## src/rtl/instr_fetch_unit.sv

```systemverilog
// Fetch stage: owns the PC, issues imem word fetches, buffers responses for decode.
// FETCH_MISALIGN_TRAP_EN: misaligned redirect targets halt fetch until realigned.

module instr_fetch_unit #(
   parameter logic [31:0] RESET_PC   = 32'h0000_0000,
   parameter int          FIFO_DEPTH = 2
) (
   input  logic        clk,
   input  logic        rst_n,
   output logic        imem_req_valid,
   input  logic        imem_req_ready,
   output logic [31:0] imem_req_addr,
   input  logic        imem_rsp_valid,
   input  logic [31:0] imem_rsp_data,
   input  logic        redirect,
   input  logic [31:0] redirect_pc,
   input  logic        dec_ready,
   output logic        instr_valid,
   output logic [31:0] instr,
   output logic [31:0] instr_pc,
   output logic [6:0]  opcode,
   output logic [2:0]  fun3,
   output logic [6:0]  fun7,
   output logic        fetch_misalign
);

   localparam int CW = $clog2(FIFO_DEPTH + 1);
   localparam int UW = CW + 1;
   localparam int PW = $clog2(FIFO_DEPTH);

   typedef enum logic [1:0] {S_RUN, S_DRAIN, S_HALT} state_e;
   typedef logic [PW-1:0] ptr_t;
   typedef logic [CW-1:0] cnt_t;

   state_e      state_q, state_d;
   logic [31:0] pc_q, pc_d;
   logic [31:0] rsp_pc_q, rsp_pc_d;
   logic [31:0] head_instr_q, head_instr_d;
   logic [31:0] head_pc_q, head_pc_d;
   cnt_t        outst_q, outst_d;
   cnt_t        drop_q, drop_d;
   cnt_t        cnt_q, cnt_d;
   ptr_t        rd_q, rd_d;
   ptr_t        wr_q, wr_d;
   logic        halt_pend_q, halt_pend_d;
   logic        run_q;

   logic [31:0] buf_instr_q [FIFO_DEPTH];
   logic [31:0] buf_pc_q    [FIFO_DEPTH];

   logic          pop;
   logic          push;
   logic          rsp_in;
   logic          fire;
   logic          req_ok;
   logic          trap_req;
   logic [UW-1:0] used;
   logic [31:0]   tgt_pc;

   function automatic ptr_t ptr_inc(input ptr_t p);
      return (p == ptr_t'(FIFO_DEPTH - 1)) ? '0 : p + ptr_t'(1);
   endfunction

   assign tgt_pc = redirect_pc & 32'hFFFF_FFFC;

`ifdef FETCH_MISALIGN_TRAP_EN
   assign trap_req       = redirect_pc[1:0] != 2'b00;
   assign fetch_misalign = state_q == S_HALT;
`else
   assign trap_req       = 1'b0;
   assign fetch_misalign = 1'b0;
`endif

   // A slot freed by this cycle's pop may be re-credited immediately
   assign pop    = (cnt_q != '0) && dec_ready;
   assign used   = UW'(outst_q) + UW'(cnt_q) - UW'(pop);
   assign req_ok = run_q && (state_q == S_RUN) && !redirect
                   && (used < UW'(FIFO_DEPTH));
   assign fire   = req_ok && imem_req_ready;
   assign rsp_in = imem_rsp_valid && (outst_q != '0);
   assign push   = rsp_in && (drop_q == '0) && !redirect;

   assign imem_req_valid = req_ok;
   assign imem_req_addr  = pc_q;
   assign instr_valid    = cnt_q != '0;
   assign instr          = head_instr_q;
   assign instr_pc       = head_pc_q;
   assign opcode         = head_instr_q[6:0];
   assign fun3           = head_instr_q[14:12];
   assign fun7           = head_instr_q[31:25];

   always_comb begin
      state_d      = state_q;
      pc_d         = pc_q;
      rsp_pc_d     = rsp_pc_q;
      outst_d      = outst_q;
      drop_d       = drop_q;
      cnt_d        = cnt_q;
      rd_d         = rd_q;
      wr_d         = wr_q;
      halt_pend_d  = halt_pend_q;
      head_instr_d = head_instr_q;
      head_pc_d    = head_pc_q;

      if (redirect) begin
         pc_d        = tgt_pc;
         rsp_pc_d    = tgt_pc;
         cnt_d       = '0;
         rd_d        = '0;
         wr_d        = '0;
         drop_d      = outst_q - cnt_t'(rsp_in);
         outst_d     = drop_d;
         halt_pend_d = trap_req;
         if (drop_d != '0) begin
            state_d = S_DRAIN;
         end else if (trap_req) begin
            state_d = S_HALT;
         end else begin
            state_d = S_RUN;
         end
      end else begin
         if (fire) begin
            pc_d = pc_q + 32'd4;
         end
         outst_d = outst_q + cnt_t'(fire) - cnt_t'(rsp_in);
         if (rsp_in && (drop_q != '0)) begin
            drop_d = drop_q - cnt_t'(1);
            if (drop_q == cnt_t'(1)) begin
               state_d = halt_pend_q ? S_HALT : S_RUN;
            end
         end
         if (push) begin
            wr_d     = ptr_inc(wr_q);
            rsp_pc_d = rsp_pc_q + 32'd4;
         end
         if (pop) begin
            rd_d = ptr_inc(rd_q);
         end
         cnt_d = cnt_q + cnt_t'(push) - cnt_t'(pop);
      end

      // Head registers track the next-cycle FIFO head, or hold when empty
      if (cnt_d != '0) begin
         if (push && (wr_q == rd_d)) begin
            head_instr_d = imem_rsp_data;
            head_pc_d    = rsp_pc_q;
         end else begin
            head_instr_d = buf_instr_q[rd_d];
            head_pc_d    = buf_pc_q[rd_d];
         end
      end
   end

   always_ff @(posedge clk or negedge rst_n) begin
      if (!rst_n) begin
         state_q      <= S_RUN;
         pc_q         <= RESET_PC;
         rsp_pc_q     <= RESET_PC;
         outst_q      <= '0;
         drop_q       <= '0;
         cnt_q        <= '0;
         rd_q         <= '0;
         wr_q         <= '0;
         halt_pend_q  <= 1'b0;
         head_instr_q <= '0;
         head_pc_q    <= '0;
         run_q        <= 1'b0;
      end else begin
         state_q      <= state_d;
         pc_q         <= pc_d;
         rsp_pc_q     <= rsp_pc_d;
         outst_q      <= outst_d;
         drop_q       <= drop_d;
         cnt_q        <= cnt_d;
         rd_q         <= rd_d;
         wr_q         <= wr_d;
         halt_pend_q  <= halt_pend_d;
         head_instr_q <= head_instr_d;
         head_pc_q    <= head_pc_d;
         run_q        <= 1'b1;
      end
   end

   always_ff @(posedge clk) begin
      if (push) begin
         buf_instr_q[wr_q] <= imem_rsp_data;
         buf_pc_q[wr_q]    <= rsp_pc_q;
      end
   end

endmodule

```

## config.mk

```make
export PLATFORM = sky130hd
export DESIGN_NAME = instr_fetch_unit
export DESIGN_NICKNAME = d
export VERILOG_FILES = /design/src/rtl/instr_fetch_unit.sv
export SDC_FILE = /design/constraint.sdc
export NUM_CORES = 1
export LEC_CHECK = 0
export ABC_AREA = 1
export BUFFER_PORTS_ARGS = -buffer_cell sky130_fd_sc_hd__buf_2
export CORE_AREA = 2 2 119 208
export DETAILED_ROUTE_END_ITERATION = 10
export DIE_AREA = 0 0 121 210
export GPL_ROUTABILITY_DRIVEN = 0
export PLACE_DENSITY = 0.77
export SETUP_SLACK_MARGIN = 0.1
export SYNTH_ARGS = -nofsm -noshare
export SYNTH_HDL_FRONTEND = slang
export SYNTH_SLANG_ARGS = --single-unit
```

## constraint.sdc

```tcl
create_clock -name clk -period 7.6 [get_ports clk]
set_clock_uncertainty 0.2 [all_clocks]
set_input_delay 0.38 -clock clk [delete_from_list [all_inputs] [get_ports clk]]
set_output_delay 0.38 -clock clk [all_outputs]
set_load 0.05 [all_outputs]
```

==> impl_metrics.csv, run 1 <==
group,metric,value,unit
clocking,clk_latency,520,ps
status,result_of_the_run,"finished, final reports clean",
global_route,first_pass_grt_wire_length,53300,µm
hold_path,min_delay_worst_endpoint,"imem_req_addr[28]",
yosys,synth_top_family_by_area,"simple AND/OR/NAND/NOR gates",
yosys,postSynthRegisterBits,256,
power,netSwitchingPower,2.70,mW
power,clock_power_share,20.3,%
yosys,synthesis.yosys.warnings,0,
power,pwr_density_cell,385,nW/µm²
hold_path,hold_start,"redirect_pc[28]",
critical_path,r2r_slack,3350,ps
route,remaining_drc_errors,0,
global_route,globalRouteMet1Util,30.8,%
global_route,grtUsageTotal,26.2,%
sta,grt_setup_unrepaired,"false",
global_route,grt_start_max_net_pins,79,
critical_path,path_class,"reg -> reg",
route,detailroute.via_count,10902,
global_route,groute.layer.met3.usage,2.54,%
cells_and_area,flip_flop_and_latch_area,7030,µm²
floorplanning,placementRows,75,
global_route,groute.layer.met2.usage,47.5,%
power,share_seq_of_total_power,34.7,%
yosys,synth_compound_area_share,6.01,%
sta,worst_slew_pin_slew,968,ps
cells_and_area,layout.cell_area.non_filler,15100,µm²
critical_path,timing.critical_path.required,7800,ps
sta,finalSetupTns,0,ps
sta,report.final.hold_viol_count,0,
yosys,synth_ff_type,"sky130_fd_sc_hd__dfrtp_1",
flow_run,timing.max_cap.violations,0,
power,switching_share,46.5,%
clocking,cts_num_sinks,256,
placed_design,post-dp-hpwl,21700,µm
cells_and_area,filler_cell_count,1974,
route,wl_per_cell,16.2,µm
sta,setup_violations,0,
critical_path,worstSetupStartpointType,"flip-flop",
clocking,cts_inserted_buffers,24,
sta,timing.slew.headroom,35.5,%
critical_path,crit-reg2reg-capture,"instr_pc[29]",
critical_path,worst-r2r-cell-count,16,
floorplanning,die_w,121,µm
power,pwr-share-comb,45.0,%
yosys,synth.mux.area_fraction,0,%
route,drtAntennaViolNets,0,
critical_path,crit_path_max_fanout,63,
yosys,synth-adder-area-share,1.23,%
cells_and_area,multi_input_area,4590,µm²
sta,final-max-slew-violation-count,0,
power,total_leakage_power,7.28,nW
hold_path,holdPathStages,5,
clocking,cts.path.max_buffers,3,
yosys,netlist_instances,1516,
global_route,grt.overflow.total,0,
yosys,area_fraction_in_and_or_nand_and_nor_cells_after_synthesis,26.6,%
global_route,antenna_found_initial,1,
yosys,post_synth_instance_area,12800,µm²
clocking,cts_root_cell,"sky130_fd_sc_hd__clkbuf_16",
clocking,clock_h_tree_levels,1,
floorplanning,io_pins,186,
global_route,grt_busiest_layer,"met2",
cells_and_area,final_net_count,1795,
cells_and_area,final_util,63.6,%
clocking,buffer_count_from_post_cts_setup_fixing,0,
power,power.ir.vdd_worst,0.284,mV
yosys,async_reset_ff_share,51.6,%
floorplanning,core_area,23700,µm²
placed_design,placement.io_buffers,178,
yosys,post_synth_xor_area_fraction,1.64,%
yosys,synth-seq-area-share,54.7,%
placed_design,dpl-instance-area,13700,µm²
power,internal_power,3.10,mW
hold_path,timing.hold.worst.class,"in -> reg",
global_route,first_global_vias,10644,
cells_and_area,syn_to_final_growth,17.6,%
sta,final.period_utilization,55.9,%
yosys,count_of_distinct_cell_types_in_the_synthesized_netlist,42,
critical_path,reg2reg_from,"drop_q[0]",
clocking,postCtsResizedCells,0,
yosys,post_synth.cell_area_avg,8.47,µm²
floorplanning,die_area,25400,µm²
clocking,hold_fix_buffers_cts,62,
critical_path,cp.arrival,4440,ps
cells_and_area,drive_above_1_share,14.5,%
critical_path,worstSetupEndpointType,"flip-flop",
sta,timing.fmax,235,MHz
route,drt_initial_violations,1038,
clocking,clk_transition_reported_paths,60,ps
route,detailedRoute.firstPassIterationCount,6,
route,wl,33000,µm
route,vias_per_cell,5.34,
yosys,synth_edf_count,124,
floorplanning,initial_core_util,54.1,%
floorplanning,die_height,210,µm
clocking,clock_tree_from_tritoncts,"yes",
sta,final_period_minus_worst_setup_slack,4250,ps
## per-layer routing
layer	vias up	routed length, µm
met3	106	1810
met5	-	0
li1	5253	-
met2	478	16800
met1	5065	12700
met4	0	1670
## Yosys cell counts, types with 10 or more instances
master / instances / area share, %
sky130_fd_sc_hd__nand2_1: 497 / 15
sky130_fd_sc_hd__inv_1: 187 / 5.5
sky130_fd_sc_hd__nand3_1: 187 / 7.3
sky130_fd_sc_hd__dfrtp_1: 132 / 26
sky130_fd_sc_hd__edfxtp_1: 124 / 29
sky130_fd_sc_hd__nor2_1: 76 / 2.2
sky130_fd_sc_hd__o21ai_1: 52 / 2.0
sky130_fd_sc_hd__o21ai_0: 44 / 1.7
sky130_fd_sc_hd__buf_2: 32 / 1.2
sky130_fd_sc_hd__buf_4: 24 / 1.4
sky130_fd_sc_hd__xor2_1: 19 / 1.3
sky130_fd_sc_hd__a21oi_1: 17 / 0.66
sky130_fd_sc_hd__nor3_1: 13 / 0.51
sky130_fd_sc_hd__clkbuf_1: 12 / 0.35
sky130_fd_sc_hd__ha_1: 11 / 1.1
sky130_fd_sc_hd__o211ai_1: 11 / 0.64
sky130_fd_sc_hd__buf_6: 10 / 0.88
## registers in the layout, summed over array words and instances, names as in the netlist, 2 cells and up
signal	count
buf_instr_q	64
buf_pc_q	60
cnt_q	2
drop_q	2
imem_req_addr	30
instr	32
instr_pc	30
outst_q	2
rsp_pc_q	30
## area by class of cell
| cell class | instances | share of cell area [%] |
|---|---|---|
| Multi-Input combinational cell | 989 | 30.5 |
| Sequential cell | 256 | 46.6 |
| Clock inverter | 7 | 0.415 |
| Clock buffer | 37 | 4.64 |
| Tap cell | 308 | 2.55 |
| Antenna cell | 1 | 0.0166 |
| Timing Repair Buffer | 249 | 10.5 |
| Inverter | 193 | 4.84 |
## metrics by stage
stage	instances	total power [mW]	setup WS (ps)	hold slack, ps
after global routing	2040	6.16	2960	36.4
after global placement	1933	4.54	3230	213
final	2040	5.80	3350	16.5
after detailed placement	1933	4.62	3150	220
after CTS	2039	5.83	3330	1.52
after floorplan	1520	4.06	3370	-116
## layout by cell type (no fill, tap or decap), drive strengths merged, types with 11 or more instances in the layout
master	count
nand3	191
dlygate4sd3	62
ha	11
nor2	82
nand2	506
clkbuf	37
nor3	14
inv	192
o21ai	97
buf	187
dfrtp	132
a21oi	17
edfxtp	124
o211ai	11
xor2	19
## worst max path at each step
stage | start | endpoint
finish | drop_q[0] | instr_pc[29]
global route | drop_q[0] | instr[4]
CTS | drop_q[0] | instr_pc[29]
detailed placement | redirect | instr[24]
global placement | redirect | instr[0]
floorplan | drop_q[0] | buf_instr_q[0][0]
## logic make-up after synthesis
kind of cell | count (synthesis)
buffers and inverters | 275
adders and majority gates | 12
and+or+nand+nor | 807
DFF | 256
xor gates and xnor gates | 24
other | 2
AOI/OAI and AO/OA | 140
## power groups by stage
stage	clock [mW]	combinational [mW]	sequential, mW
2_1_floorplan	0	1.42	2.64
3_3_place_gp	0	2.52	2.02
3_5_place_dp	0	2.58	2.03
4_1_cts	1.20	2.62	2.01
5_1_grt	1.25	2.86	2.05
6_report	1.18	2.61	2.01
## worst max-delay path: stages, from the launching register on
cell                       delay, ps
sky130_fd_sc_hd__dfrtp_1         400
sky130_fd_sc_hd__inv_1            80
sky130_fd_sc_hd__ha_1            160
sky130_fd_sc_hd__inv_1            70
sky130_fd_sc_hd__nor2_4          200
sky130_fd_sc_hd__nand2_4         170
sky130_fd_sc_hd__ha_1            320
sky130_fd_sc_hd__inv_1            40
sky130_fd_sc_hd__ha_1            160
sky130_fd_sc_hd__inv_1            70
sky130_fd_sc_hd__or2_1           100
sky130_fd_sc_hd__nand3_1         100
sky130_fd_sc_hd__nand2_2          80
sky130_fd_sc_hd__buf_4           600
sky130_fd_sc_hd__clkinv_2        970
sky130_fd_sc_hd__nand2_1         300
sky130_fd_sc_hd__nand2_1          90
Power figures use the tool's default switching activity.
==> run 2: changes to the inputs <==
Clock period 7.6 ns to 4.4 ns, I/O delays scaled along.
==> impl_metrics.csv, run 2 (synthesized netlist as in run 1, its figures left out) <==
group,metric,value,unit
status,result_of_the_run,"finished, final reports clean",
cells_and_area,flip_flop_and_latch_area,7030,µm²
power,pwr-share-comb,44.1,%
cells_and_area,multi_input_area,4590,µm²
placed_design,post-dp-hpwl,22000,µm
route,detailedRoute.firstPassIterationCount,6,
sta,timing.slew.headroom,31.7,%
clocking,clock_h_tree_levels,1,
critical_path,worstSetupEndpointType,"flip-flop",
critical_path,crit_path_max_fanout,20,
sta,setup_ws,509,ps
sta,grt_setup_unrepaired,"false",
route,drt_initial_violations,935,
power,share_seq_of_total_power,33.9,%
sta,final_period_minus_worst_setup_slack,3890,ps
cells_and_area,final_net_count,1803,
sta,finalSetupTns,0,ps
global_route,grt.overflow.total,0,
power,netSwitchingPower,4.72,mW
cells_and_area,drive_above_1_share,14.9,%
critical_path,timing.critical_path.required,4610,ps
sta,timing.fmax,257,MHz
placed_design,dpl-instance-area,13700,µm²
route,drtAntennaViolNets,0,
floorplanning,core_area,23700,µm²
placed_design,placement.io_buffers,178,
critical_path,worst-r2r-cell-count,15,
clocking,clock_tree_from_tritoncts,"yes",
clocking,postCtsResizedCells,0,
cells_and_area,final_util,64.3,%
route,detailroute.via_count,10937,
floorplanning,initial_core_util,54.1,%
power,power.ir.vdd_worst,0.486,mV
clocking,buffer_count_from_post_cts_setup_fixing,0,
critical_path,worstSetupStartpointType,"flip-flop",
cells_and_area,filler_cell_count,1909,
sta,final.period_utilization,88.4,%
clocking,clk_transition_reported_paths,70,ps
sta,worst_slew_pin_slew,1020,ps
route,vias_per_cell,5.34,
power,total_leakage_power,7.37,nW
flow_run,timing.max_cap.violations,0,
clocking,cts_num_sinks,256,
route,remaining_drc_errors,0,
cells_and_area,syn_to_final_growth,18.9,%
power,switching_share,46.0,%
placed_design,numPlacedInstances,1935,
cells_and_area,insertedDiodeCount,0,
global_route,antenna_found_initial,0,
route,wl,33600,µm
placed_design,dpl_worst_slack,928,ps
cells_and_area,largest-register,"buf_instr_q",
global_route,grtUsageTotal,26.5,%
clocking,clk_latency,530,ps
power,internal_power,5.54,mW
hold_path,hold_start,"imem_rsp_valid",
clocking,cts_root_cell,"sky130_fd_sc_hd__clkbuf_16",
global_route,first_global_vias,10831,
critical_path,reg2reg_from,"cnt_q[0]",
floorplanning,placementRows,75,
clocking,cts.path.max_buffers,3,
power,pwr_density_cell,673,nW/µm²
floorplanning,io_pins,186,
floorplanning,die_area,25400,µm²
hold_path,min_delay_worst_endpoint,"rsp_pc_q[4]",
sta,report.final.hold_viol_count,0,
cells_and_area,mostFrequentLayoutCell,"sky130_fd_sc_hd__nand2_1",
cells_and_area,largest_register_ff_count,64,
cells_and_area,layout_common_cells,"sky130_fd_sc_hd__nand2_1, sky130_fd_sc_hd__inv_1, sky130_fd_sc_hd__nand3_1, sky130_fd_sc_hd__buf_2, sky130_fd_sc_hd__dfrtp_1",
critical_path,crit-reg2reg-capture,"imem_req_addr[16]",
global_route,first_pass_grt_wire_length,53700,µm
critical_path,path_class,"reg -> reg",
sta,setup_violations,0,
floorplanning,die_height,210,µm
power,clock_power_share,22.0,%
hold_path,holdPathStages,6,
cells_and_area,layout.cell_area.non_filler,15300,µm²
clocking,hold_fix_buffers_cts,68,
floorplanning,die_w,121,µm
route,wl_per_cell,16.4,µm
global_route,grt_start_max_net_pins,107,
sta,final-max-slew-violation-count,0,
critical_path,r2r_slack,510,ps
critical_path,cp.arrival,4100,ps
hold_path,timing.hold.worst.class,"in -> reg",
cells_and_area,instances_no_fill,2047,
clocking,cts_inserted_buffers,24,
-- run 2: cell type report --
class	count	share of cell area, %
Sequential cell	256	46.0
Multi-Input combinational cell	989	30.1
Timing Repair Buffer	257	11.0
Inverter	193	4.79
Clock buffer	26	4.12
Tap cell	308	2.52
Clock inverter	18	1.48
-- run 2: stage by stage --
step	hold slack [ps]	total power, mW
floorplan	-276	7.02
global placement	223	7.84
detailed placement	227	7.98
CTS	13.9	10.3
global route	48.9	10.8
finish	29.7	10.3
-- run 2: layer usage --
metal / vias to the layer above / track usage (%) / wire length (µm)
met5: - / 0 / 0
met4: 0 / 14.7 / 1820
met3: 106 / 2.90 / 1750
met2: 428 / 47.6 / 17400
met1: 5134 / 30.4 / 12600
li1: 5269 / - / -
-- run 2: worst max-delay path by stage --
stage                   start  slack (ps)                end
floorplan           drop_q[0]         170  buf_instr_q[0][0]
global placement     cnt_q[0]        1000         outst_q[1]
detailed placement   cnt_q[0]         930         outst_q[1]
CTS                  cnt_q[0]         520  imem_req_addr[16]
global route         cnt_q[0]         240  imem_req_addr[16]
finish               cnt_q[0]         510  imem_req_addr[16]
-- run 2: power groups by stage --
stage / registers (mW) / clock network (mW) / logic [mW]
after floorplan: 4.56 / 0 / 2.46
final: 3.48 / 2.26 / 4.53
after global placement: 3.48 / 0 / 4.36
after global routing: 3.54 / 2.38 / 4.93
after detailed placement: 3.52 / 0 / 4.47
after CTS: 3.47 / 2.30 / 4.55
-- run 2: worst max-delay path, cell delays in order (launching register included) --
cell and delay [ps]:
sky130_fd_sc_hd__dfrtp_1 390, sky130_fd_sc_hd__inv_1 110, sky130_fd_sc_hd__nand2_4 70, sky130_fd_sc_hd__nand2_2 60, sky130_fd_sc_hd__inv_1 60, sky130_fd_sc_hd__ha_1 260
sky130_fd_sc_hd__or2_2 310, sky130_fd_sc_hd__fa_1 490, sky130_fd_sc_hd__nand3_1 90, sky130_fd_sc_hd__nor2_2 130, sky130_fd_sc_hd__nand2_2 180, sky130_fd_sc_hd__nand2_2 380
sky130_fd_sc_hd__inv_2 270, sky130_fd_sc_hd__nand2_1 120, sky130_fd_sc_hd__nand3_1 80, sky130_fd_sc_hd__dlygate4sd3_1 560
==> run 3: changes to the inputs <==
Settings changed: CELL_PAD_IN_SITES_DETAIL_PLACEMENT set to 1, CELL_PAD_IN_SITES_GLOBAL_PLACEMENT set to 1, CORE_AREA 2 2 119 208 to 2 2 131 229, CTS_BUF_LIST set to sky130_fd_sc_hd__clkbuf_2 sky130_fd_sc_hd__clkbuf_4 sky130_fd_sc_hd__clkbuf_8, DIE_AREA 0 0 121 210 to 0 0 133 231, PLACE_DENSITY 0.77 to 0.83.
==> impl_metrics.csv, run 3 (synthesized netlist as in run 1, its figures left out) <==
group,metric,value,unit
status,result_of_the_run,"finished, final reports clean",
sta,setup_violations,0,
global_route,grt_start_max_net_pins,91,
route,remaining_drc_errors,0,
clocking,cts_num_sinks,256,
cells_and_area,flip_flop_and_latch_area,7030,µm²
route,detailedRoute.firstPassIterationCount,5,
cells_and_area,layout.cell_area.non_filler,15300,µm²
global_route,antenna_found_initial,0,
hold_path,timing.hold.worst.class,"in -> async",
power,power,10.2,mW
floorplanning,placementRows,83,
sta,fin_hold_ws,27.0,ps
cells_and_area,layout_common_cells,"sky130_fd_sc_hd__nand2_1, sky130_fd_sc_hd__inv_1, sky130_fd_sc_hd__nand3_1, sky130_fd_sc_hd__buf_2, sky130_fd_sc_hd__dfrtp_1",
critical_path,r2r_slack,550,ps
power,power.ir.vdd_worst,0.570,mV
critical_path,reg2reg_from,"cnt_q[0]",
critical_path,worst-r2r-cell-count,15,
route,drt_initial_violations,586,
clocking,cts_root_cell,"sky130_fd_sc_hd__clkbuf_8",
global_route,grtUsageTotal,26.0,%
route,wl_per_cell,18.3,µm
critical_path,path_class,"reg -> reg",
floorplanning,die_area,30700,µm²
sta,timing.slew.headroom,21.6,%
cells_and_area,multi_input_area,4600,µm²
critical_path,crit-reg2reg-capture,"imem_req_addr[25]",
placed_design,numPlacedInstances,2009,
cells_and_area,drive_above_1_share,16.3,%
power,total_leakage_power,7.40,nW
floorplanning,die_height,231,µm
sta,timing.fmax,259,MHz
cells_and_area,mostFrequentLayoutCell,"sky130_fd_sc_hd__nand2_1",
cells_and_area,insertedDiodeCount,0,
global_route,first_pass_grt_wire_length,63300,µm
floorplanning,die_w,133,µm
sta,final-max-slew-violation-count,0,
clocking,clock_tree_from_tritoncts,"yes",
placed_design,dpl-instance-area,13800,µm²
critical_path,critPathMaxStageDelay,550,ps
cells_and_area,largest_register_ff_count,64,
route,detailroute.via_count,11329,
critical_path,timing.critical_path.required,4700,ps
clocking,cts_inserted_buffers,40,
power,pwr_density_cell,668,nW/µm²
placed_design,post-dp-hpwl,26100,µm
route,vias_per_cell,5.27,
sta,report.final.hold_viol_count,0,
floorplanning,io_pins,186,
cells_and_area,final_net_count,1820,
placed_design,placement.io_buffers,178,
critical_path,crit_chain,"inv_1 > nand2_4 > nand2_2 > inv_1 > ha_1 > or2_2 > fa_1 > xnor2_1 > nor2_2 > nand2_2 > nand2_4 > inv_2 > nand2_1 > nand3_1 > dlygate4sd3_1",
sta,final_period_minus_worst_setup_slack,3850,ps
global_route,first_global_vias,12359,
sta,worst_slew_pin_slew,1170,ps
clocking,buffer_count_from_post_cts_setup_fixing,0,
cells_and_area,final_util,52.9,%
clocking,clock_h_tree_levels,2,
critical_path,crit_path_top_delay_cell,"sky130_fd_sc_hd__dlygate4sd3_1",
critical_path,cp.arrival,4150,ps
sta,setup_ws,546,ps
clocking,cts.path.max_buffers,3,
sta,finalSetupTns,0,ps
global_route,grt.overflow.total,0,
critical_path,worstSetupStartpointType,"flip-flop",
critical_path,crit_path_max_fanout,20,
sta,final.period_utilization,87.6,%
cells_and_area,instances_no_fill,2150,
route,drtAntennaViolNets,0,
route,wl,39500,µm
floorplanning,initial_core_util,44.3,%
critical_path,worstSetupEndpointType,"flip-flop",
sta,grt_setup_unrepaired,"false",
clocking,clk_latency,560,ps
floorplanning,core_area,29000,µm²
cells_and_area,syn_to_final_growth,19.5,%
cells_and_area,largest-register,"buf_instr_q",
clocking,clk_transition_reported_paths,70,ps
flow_run,timing.max_cap.violations,0,
placed_design,dpl_worst_slack,787,ps
cells_and_area,filler_cell_count,3517,
==> run 3: worst max-delay path by stage <==
stage                             end      start  cells past startpoint
CTS                 imem_req_addr[16]   cnt_q[0]                     15
global placement    imem_req_addr[19]   cnt_q[0]                     15
finish              imem_req_addr[25]   cnt_q[0]                     15
global route        imem_req_addr[16]   cnt_q[0]                     15
floorplan           buf_instr_q[0][0]  drop_q[0]                      6
detailed placement  imem_req_addr[19]   cnt_q[0]                     15
==> run 3: final cells by class <==
class,count,area share (%)
sequential,256,45.8
timing repair buffer,258,11.0
clock buffer,59,4.76
clock inverter,13,0.579
multi-input combinational,989,30.0
inverter,193,4.76
tap,382,3.12
==> run 3: timing repair <==
action	4_1_cts	5_1_grt
setup endpoints to repair	0	2
resized for setup	0	1
hold buffers	69	0
hold endpoints to repair	217	0
==> run 3: worst max-delay path, delay by kind of cell (launching register included) <==
| kind | cells | cell delay [ps] |
|---|---|---|
| and+or+nand+nor | 8 | 1200 |
| buffers and inverters | 4 | 1110 |
| adders and majority gates | 2 | 670 |
| DFF | 1 | 390 |
| xor gates and xnor gates | 1 | 220 |
==> run 3: routing by layer <==
metal  global-route usage (%)  vias up  share of wire, %
met5                        0        -                 0
met4                     15.2        0               5.8
met3                     3.45      121               3.7
met2                     48.3      311                53
met1                     28.0     5597                37
li1                         -     5300                 -
==> run 3: power breakdown <==
| part | internal, mW | leakage, nW | switching, mW |
|---|---|---|---|
| logic | 1.13 | 4.22 | 3.51 |
| registers | 3.09 | 2.74 | 0.415 |
| clock network | 1.13 | 0.443 | 0.973 |
